[src/rtl/dct_pkg.sv]
// Shared constants, FSM encoding and the DCT cosine coefficient function
// used by the row feeder and its coefficient ROM.
package dct_pkg;

  localparam int PIX_W       = 8;
  localparam int PROD_W      = 12;
  localparam int K_W         = 3;
  localparam int N_PIX       = 8;
  localparam int COEF_W      = 7;
  localparam int X_W         = PIX_W + 1;
  localparam int LEVEL_SHIFT = 128;

  // Rounded 32*cos(m*pi/16) for m = 0..8.
  localparam logic [5:0] COS_T [0:8] = '{
    6'd32, 6'd31, 6'd30, 6'd27, 6'd23, 6'd18, 6'd12, 6'd6, 6'd0
  };

  typedef enum logic {
    ST_IDLE = 1'b0,
    ST_RUN  = 1'b1
  } state_t;

  function automatic logic signed [COEF_W-1:0] coef_of(
    input logic [K_W-1:0] k,
    input logic [2:0]     i
  );
    logic [4:0]               m;
    logic [3:0]               r;
    logic [5:0]               mag;
    logic signed [COEF_W-1:0] c;
    m = {1'b0, i, 1'b1} * {2'b0, k};
    r = m[3:0];
    // Fold the upper half of each 16-step period back onto T[0..8].
    if (r <= 4'd8) mag = COS_T[r];
    else           mag = COS_T[4'd0 - r];
    c = $signed({1'b0, mag});
    if (k == '0)                       c = 7'sd23;
    else if (m > 5'd8 && m < 5'd24)    c = -c;
    return c;
  endfunction

endpackage

[src/rtl/dct_coef_rom.sv]
// Combinational coefficient ROM: one signed cosine coefficient per pixel
// for the selected output index k.
module dct_coef_rom
  import dct_pkg::*;
(
  input  logic [K_W-1:0]           k,
  output logic signed [COEF_W-1:0] coef [N_PIX]
);

  for (genvar g = 0; g < N_PIX; g++) begin : g_coef
    assign coef[g] = coef_of(k, 3'(g));
  end

endmodule

[src/rtl/dct_row_feeder.sv]
// Accepts a row of eight pixels, then streams the eight scaled cosine
// product vectors (k = 0..7) to the adder tree with a delayed valid/k tag.
module dct_row_feeder
  import dct_pkg::*;
#(
  parameter int ADDER_LATENCY = 5
) (
  input  logic                     clk,
  input  logic                     rst,
  input  logic                     in_valid,
  output logic                     in_ready,
  input  logic [N_PIX*PIX_W-1:0]   pix_in,
  output logic signed [PROD_W-1:0] n0,
  output logic signed [PROD_W-1:0] n1,
  output logic signed [PROD_W-1:0] n2,
  output logic signed [PROD_W-1:0] n3,
  output logic signed [PROD_W-1:0] n4,
  output logic signed [PROD_W-1:0] n5,
  output logic signed [PROD_W-1:0] n6,
  output logic signed [PROD_W-1:0] n7,
  output logic                     prod_valid,
  output logic [K_W-1:0]           prod_k,
  output logic                     sum_valid,
  output logic [K_W-1:0]           sum_k,
  output logic                     sum_last,
  output state_t                   fsm_state
);

  // Handshake: a row transfers on a rising edge where in_valid & in_ready.
  // in_ready never depends on in_valid; upstream holds pix_in while waiting.

  localparam int               MUL_W  = X_W + COEF_W;
  localparam logic [K_W-1:0]   LAST_K = '1;

  state_t                   state, state_next;
  logic [K_W-1:0]           k;
  logic                     load, run;
  logic signed [X_W-1:0]    x     [N_PIX];
  logic signed [COEF_W-1:0] coef  [N_PIX];
  logic signed [MUL_W-1:0]  prod  [N_PIX];
  logic signed [PROD_W-1:0] n_r   [N_PIX];
  logic                     dl_valid [ADDER_LATENCY];
  logic [K_W-1:0]           dl_k     [ADDER_LATENCY];

  dct_coef_rom u_rom (
    .k    (k),
    .coef (coef)
  );

  always_ff @(posedge clk) begin
    if (rst) state <= ST_IDLE;
    else     state <= state_next;
  end

  always_comb begin
    state_next = state;
    case (state)
      ST_IDLE: if (in_valid) state_next = ST_RUN;
      ST_RUN:  if (k == LAST_K && !in_valid) state_next = ST_IDLE;
      default: state_next = ST_IDLE;
    endcase
  end

  always_comb begin
    run      = (state == ST_RUN);
    in_ready = !rst && (state == ST_IDLE || k == LAST_K);
    load     = in_valid && in_ready;
  end

  always_comb begin
    for (int i = 0; i < N_PIX; i++) begin
      prod[i] = MUL_W'(x[i]) * MUL_W'(coef[i]);
    end
  end

  // The >>> floors; the shifted product always fits PROD_W signed bits.
  always_ff @(posedge clk) begin
    if (rst) begin
      k          <= '0;
      prod_valid <= 1'b0;
      prod_k     <= '0;
      for (int i = 0; i < N_PIX; i++) begin
        x[i]   <= '0;
        n_r[i] <= '0;
      end
    end else begin
      prod_valid <= run;
      if (run) begin
        prod_k <= k;
        for (int i = 0; i < N_PIX; i++) begin
          n_r[i] <= PROD_W'(prod[i] >>> 1);
        end
      end
      if (load) begin
        k <= '0;
        for (int i = 0; i < N_PIX; i++) begin
          x[i] <= $signed({1'b0, pix_in[PIX_W*i +: PIX_W]}) - $signed(X_W'(LEVEL_SHIFT));
        end
      end else if (run) begin
        k <= k + K_W'(1);
      end
    end
  end

  always_ff @(posedge clk) begin
    if (rst) begin
      for (int j = 0; j < ADDER_LATENCY; j++) begin
        dl_valid[j] <= 1'b0;
        dl_k[j]     <= '0;
      end
    end else begin
      dl_valid[0] <= prod_valid;
      dl_k[0]     <= prod_k;
      for (int j = 1; j < ADDER_LATENCY; j++) begin
        dl_valid[j] <= dl_valid[j-1];
        dl_k[j]     <= dl_k[j-1];
      end
    end
  end

  assign sum_valid = dl_valid[ADDER_LATENCY-1];
  assign sum_k     = dl_k[ADDER_LATENCY-1];
  assign sum_last  = sum_valid && (sum_k == LAST_K);
  assign fsm_state = state;

  assign n0 = n_r[0];
  assign n1 = n_r[1];
  assign n2 = n_r[2];
  assign n3 = n_r[3];
  assign n4 = n_r[4];
  assign n5 = n_r[5];
  assign n6 = n_r[6];
  assign n7 = n_r[7];

endmodule

[config.mk]
export PLATFORM = sky130hd
export DESIGN_NAME = dct_row_feeder
export DESIGN_NICKNAME = d
export VERILOG_FILES = /design/src/rtl/dct_pkg.sv /design/src/rtl/dct_coef_rom.sv /design/src/rtl/dct_row_feeder.sv
export SDC_FILE = /design/constraint.sdc
export NUM_CORES = 1
export LEC_CHECK = 0
export ABC_AREA = 1
export CAP_MARGIN = 20
export CORE_ASPECT_RATIO = 0.7
export CORE_UTILIZATION = 60
export CTS_CLUSTER_SIZE = 30
export DETAILED_ROUTE_END_ITERATION = 10
export PLACE_DENSITY_LB_ADDON = 0.25
export SYNTH_ARGS = -nofsm -noshare
export SYNTH_HDL_FRONTEND = slang
export SYNTH_SLANG_ARGS = --single-unit
[constraint.sdc]
create_clock -name clk -period 10.2 [get_ports clk]
set_input_delay 2.04 -clock clk [delete_from_list [all_inputs] [get_ports clk]]
set_output_delay 2.04 -clock clk [all_outputs]
set_load 0.01 [all_outputs]
==> load_flow_metrics.sql <==
INSERT INTO impl_metrics (metric_group, metric, value, unit) VALUES
('power_and_ir_drop', 'power.clock.fraction', '0.153', ''),
('cts', 'clock_path_buffers', '2', ''),
('power_and_ir_drop', 'vdd_ir_drop_max', '0.000132', 'V'),
('power_and_ir_drop', 'cell_internal_pwr', '2.50', 'mW'),
('placed_design', 'postPlaceCellArea', '25600', 'sq um'),
('worst_setup_path', 'start_kind', 'register', ''),
('synth', 'synth_fp_nets', '3469', ''),
('worst_setup_path', 'criticalPathCategory', 'reg2reg', ''),
('routing', 'via_per_inst', '5.26', ''),
('cts', 'cts-htree-levels', '4', ''),
('synth', 'yosys_most_used_dff', 'sky130_fd_sc_hd__edfxtp_1', ''),
('timing', 'report.final.setup_viol', '0', ''),
('power_and_ir_drop', 'sequentialPowerShare', '0.226', ''),
('timing', 'hold_violations', '0', ''),
('timing', 'worstMarginPinSlew', '1.00', 'ns'),
('floorplanning', 'core_area', '38400', 'sq um'),
('synth', 'number_of_synthesized_flops_with_an_enable_pin', '160', ''),
('routing', 'drcViolationCount', '0', ''),
('cts', 'post-cts-setup-buffers', '0', ''),
('floorplanning', 'start_util', '0.608', ''),
('synth', 'syn_area_per_cell', '8.16', 'sq um'),
('placed_design', 'gpl.final_weighted_congestion', '0.923', ''),
('worst_setup_path', 'ff2ff_setup_slack', '1.90', 'ns'),
('power_and_ir_drop', 'cellLeakagePower', '13.8', 'nW'),
('worst_setup_path', 'crit_arrival', '8.54', 'ns'),
('synth', 'netlist_top_cells_count', 'sky130_fd_sc_hd__inv_1, sky130_fd_sc_hd__nand2_1, sky130_fd_sc_hd__nor2_1', ''),
('routing', 'detail_route.wl_per_cell', '16.0', 'um'),
('cts', 'clkLatencyLatePin', '0.47', 'ns'),
('floorplanning', 'std_cell_rows', '60', ''),
('synth', 'cell_with_the_most_instances_after_synthesis', 'sky130_fd_sc_hd__inv_1', ''),
('min_path', 'hold_class', 'reg2reg', ''),
('synth', 'netlist_area_pre_place', '23400', 'sq um'),
('timing', 'finalCriticalPeriod', '8.30', 'ns'),
('cts', 'clk_root_buffer_cell', 'sky130_fd_sc_hd__clkbuf_16', ''),
('timing', 'max_freq', '0.120', 'GHz'),
('min_path', 'whs_path_depth', '2', ''),
('routing', 'final_wirelength', '56.9', 'mm'),
('routing', 'vias', '18700', ''),
('synth', 'yosys-top-cells-area', 'sky130_fd_sc_hd__fa_1, sky130_fd_sc_hd__edfxtp_1, sky130_fd_sc_hd__ha_1, sky130_fd_sc_hd__inv_1, sky130_fd_sc_hd__nand2_1', ''),
('floorplanning', 'pin_count', '174', ''),
('timing', 'setup-tns-final', '0', 'ns'),
('routing', 'first_pass_iters', '5', ''),
('worst_setup_path', 'critPathCaptureType', 'register', ''),
('job', 'maxCapViolCount', '0', ''),
('synth', 'synth.distinct_cells', '46', ''),
('floorplanning', 'die_height', '167', 'um'),
('cts', 'tritoncts', 'yes', ''),
('global_routing', 'grt_start_max_net_pins', '68', ''),
('synth', 'synth_sequential_area_ratio', '0.229', ''),
('cts', 'cts.clk_slew.worst_paths', '0.09', 'ns'),
('timing', 'skew', '0.0106', 'ns'),
('global_routing', 'grt-ovfl-total', '0', ''),
('synth', 'postSynth.asyncResetShare', '0', ''),
('cells_and_area', 'layout.nets', '3627', ''),
('worst_setup_path', 'startpoint', 'k[0]', ''),
('synth', 'synth.top_cell.area_share', '0.247', ''),
('placed_design', 'detailedPlacementHpwl', '45.3', 'mm'),
('cells_and_area', 'syn2layout_area_growth', '12.4', '%'),
('worst_setup_path', 'rr_worst_depth', '25', ''),
('cells_and_area', 'layout.cell_area.non_filler', '26300', 'sq um'),
('power_and_ir_drop', 'cellPowerDensity', '177', 'nW/um^2'),
('cells_and_area', 'final.fill_count', '3185', ''),
('timing', 'slew_headroom', '0.328', ''),
('placed_design', 'port_buffers', '173', ''),
('global_routing', 'grt_first_pass_wirelength', '94.5', 'mm'),
('floorplanning', 'design.die.area', '39800', 'sq um'),
('cts', 'cts_resized', '0', ''),
('cells_and_area', 'antenna_cells', '0', ''),
('cts', 'tritoncts_num_sinks', '188', ''),
('floorplanning', 'die_x', '238', 'um'),
('outcome', 'run_status', 'complete, no violations', '');
[kinds of logic after synthesis]
family	count (synthesis)	synth area share
AOI/OAI and AO/OA	284	0.0672
xor gates and xnor gates	50	0.0191
adders and majority gates	538	0.381
buffers and inverters	800	0.130
DFF	188	0.229
and+or+nand+nor	1004	0.173
[routing by layer]
| layer | wire length [um] | GRT usage | vias up |
|---|---|---|---|
| met5 | 0 | 0 | - |
| met4 | 1170 | 0.0825 | 0 |
| met3 | 3660 | 0.0427 | 80 |
| met2 | 26000 | 0.477 | 660 |
| met1 | 26000 | 0.428 | 8995 |
| li1 | - | - | 9005 |
[placed cells by master, fill, tap and decap left out, types with 2 or more instances in the layout]
cell,n
sky130_fd_sc_hd__o21ai_0,103
sky130_fd_sc_hd__clkbuf_16,18
sky130_fd_sc_hd__nor4_1,2
sky130_fd_sc_hd__inv_6,3
sky130_fd_sc_hd__ha_1,249
sky130_fd_sc_hd__fa_1,289
sky130_fd_sc_hd__nand2_1,435
sky130_fd_sc_hd__a21oi_2,2
sky130_fd_sc_hd__nor2_1,432
sky130_fd_sc_hd__o21bai_1,10
sky130_fd_sc_hd__o21a_1,6
sky130_fd_sc_hd__o21ai_2,6
sky130_fd_sc_hd__o22ai_1,10
sky130_fd_sc_hd__nand2_2,10
sky130_fd_sc_hd__o21ai_1,7
sky130_fd_sc_hd__buf_4,7
sky130_fd_sc_hd__nand3_2,6
sky130_fd_sc_hd__nand3b_1,4
sky130_fd_sc_hd__edfxtp_1,160
sky130_fd_sc_hd__nor2_2,9
sky130_fd_sc_hd__nand2_4,2
sky130_fd_sc_hd__inv_2,8
sky130_fd_sc_hd__clkinv_8,3
sky130_fd_sc_hd__nor3_1,5
sky130_fd_sc_hd__o211ai_1,4
sky130_fd_sc_hd__a21o_1,4
sky130_fd_sc_hd__dfxtp_1,28
sky130_fd_sc_hd__xnor2_1,27
sky130_fd_sc_hd__nand3_1,75
sky130_fd_sc_hd__a21oi_1,113
sky130_fd_sc_hd__inv_1,748
sky130_fd_sc_hd__a31oi_1,14
sky130_fd_sc_hd__nand4_1,13
sky130_fd_sc_hd__or2_2,6
sky130_fd_sc_hd__clkdlybuf4s50_1,172
sky130_fd_sc_hd__xor2_1,22
sky130_fd_sc_hd__inv_4,2
sky130_fd_sc_hd__nor2_4,3
sky130_fd_sc_hd__inv_8,5
[power by group through the flow]
| stage | logic, mW | clock network (mW) | registers, mW |
|---|---|---|---|
| after floorplan | 2.04 | 0 | 1.10 |
| after global placement | 2.73 | 0 | 1.07 |
| after detailed placement | 2.86 | 0 | 1.07 |
| after CTS | 2.89 | 0.725 | 1.05 |
| after global routing | 3.35 | 0.745 | 1.06 |
| final | 2.89 | 0.714 | 1.05 |
[path summary, 6_finish.rpt]
path                     to
max              n_r[1][35]
min          dl_valid[0][4]
max reg2reg      n_r[1][35]
min reg2reg  dl_valid[0][4]
[through the flow]
step,total power [mW],utilization,hold WS [ns],setup WS (ns)
after floorplan,3.15,-,0.388,3.30
after global placement,3.80,0.667,0.393,2.28
after detailed placement,3.93,0.667,0.394,2.10
after CTS,4.67,0.683,0.406,2.07
after global routing,5.16,0.684,0.429,1.63
final,4.66,0.684,0.403,1.90
[critical path, cell delays in order, from the launching register on]
cell,delay [ns]
sky130_fd_sc_hd__dfxtp_1,0.54
sky130_fd_sc_hd__inv_1,0.59
sky130_fd_sc_hd__ha_1,0.69
sky130_fd_sc_hd__ha_1,0.84
sky130_fd_sc_hd__clkinv_1,0.57
sky130_fd_sc_hd__buf_4,0.40
sky130_fd_sc_hd__nand2_1,0.13
sky130_fd_sc_hd__o21a_1,0.20
sky130_fd_sc_hd__inv_1,0.18
sky130_fd_sc_hd__nor2_1,0.31
sky130_fd_sc_hd__inv_1,0.11
sky130_fd_sc_hd__fa_1,0.55
sky130_fd_sc_hd__inv_1,0.06
sky130_fd_sc_hd__fa_1,0.48
sky130_fd_sc_hd__fa_1,0.55
sky130_fd_sc_hd__inv_1,0.05
sky130_fd_sc_hd__fa_1,0.52
sky130_fd_sc_hd__inv_1,0.04
sky130_fd_sc_hd__ha_1,0.28
sky130_fd_sc_hd__inv_1,0.07
sky130_fd_sc_hd__nor4_1,0.35
sky130_fd_sc_hd__nand2_1,0.09
sky130_fd_sc_hd__o311ai_0,0.10
sky130_fd_sc_hd__a31oi_1,0.11
sky130_fd_sc_hd__a21oi_1,0.15
sky130_fd_sc_hd__nor2_1,0.07
[final cells by class]
class / instances / area, sq um / area share
clock buffers: 18 / 450 / 0.0171
clock inverters: 14 / 163 / 0.00619
inverters: 758 / 2850 / 0.108
multi-input cells: 1876 / 15000 / 0.570
flip-flops and latches: 188 / 5370 / 0.204
well taps: 527 / 659 / 0.0251
repair buffers: 181 / 1810 / 0.0687
[state kept, by name, summed over array words and instances, names as in the netlist]
| name | cells |
|---|---|
| dl_k | 15 |
| dl_valid | 5 |
| fsm_state | 1 |
| k | 3 |
| n_r | 96 |
| prod_k | 3 |
| prod_valid | 1 |
| x | 64 |
(Power assumes the default switching activity.)
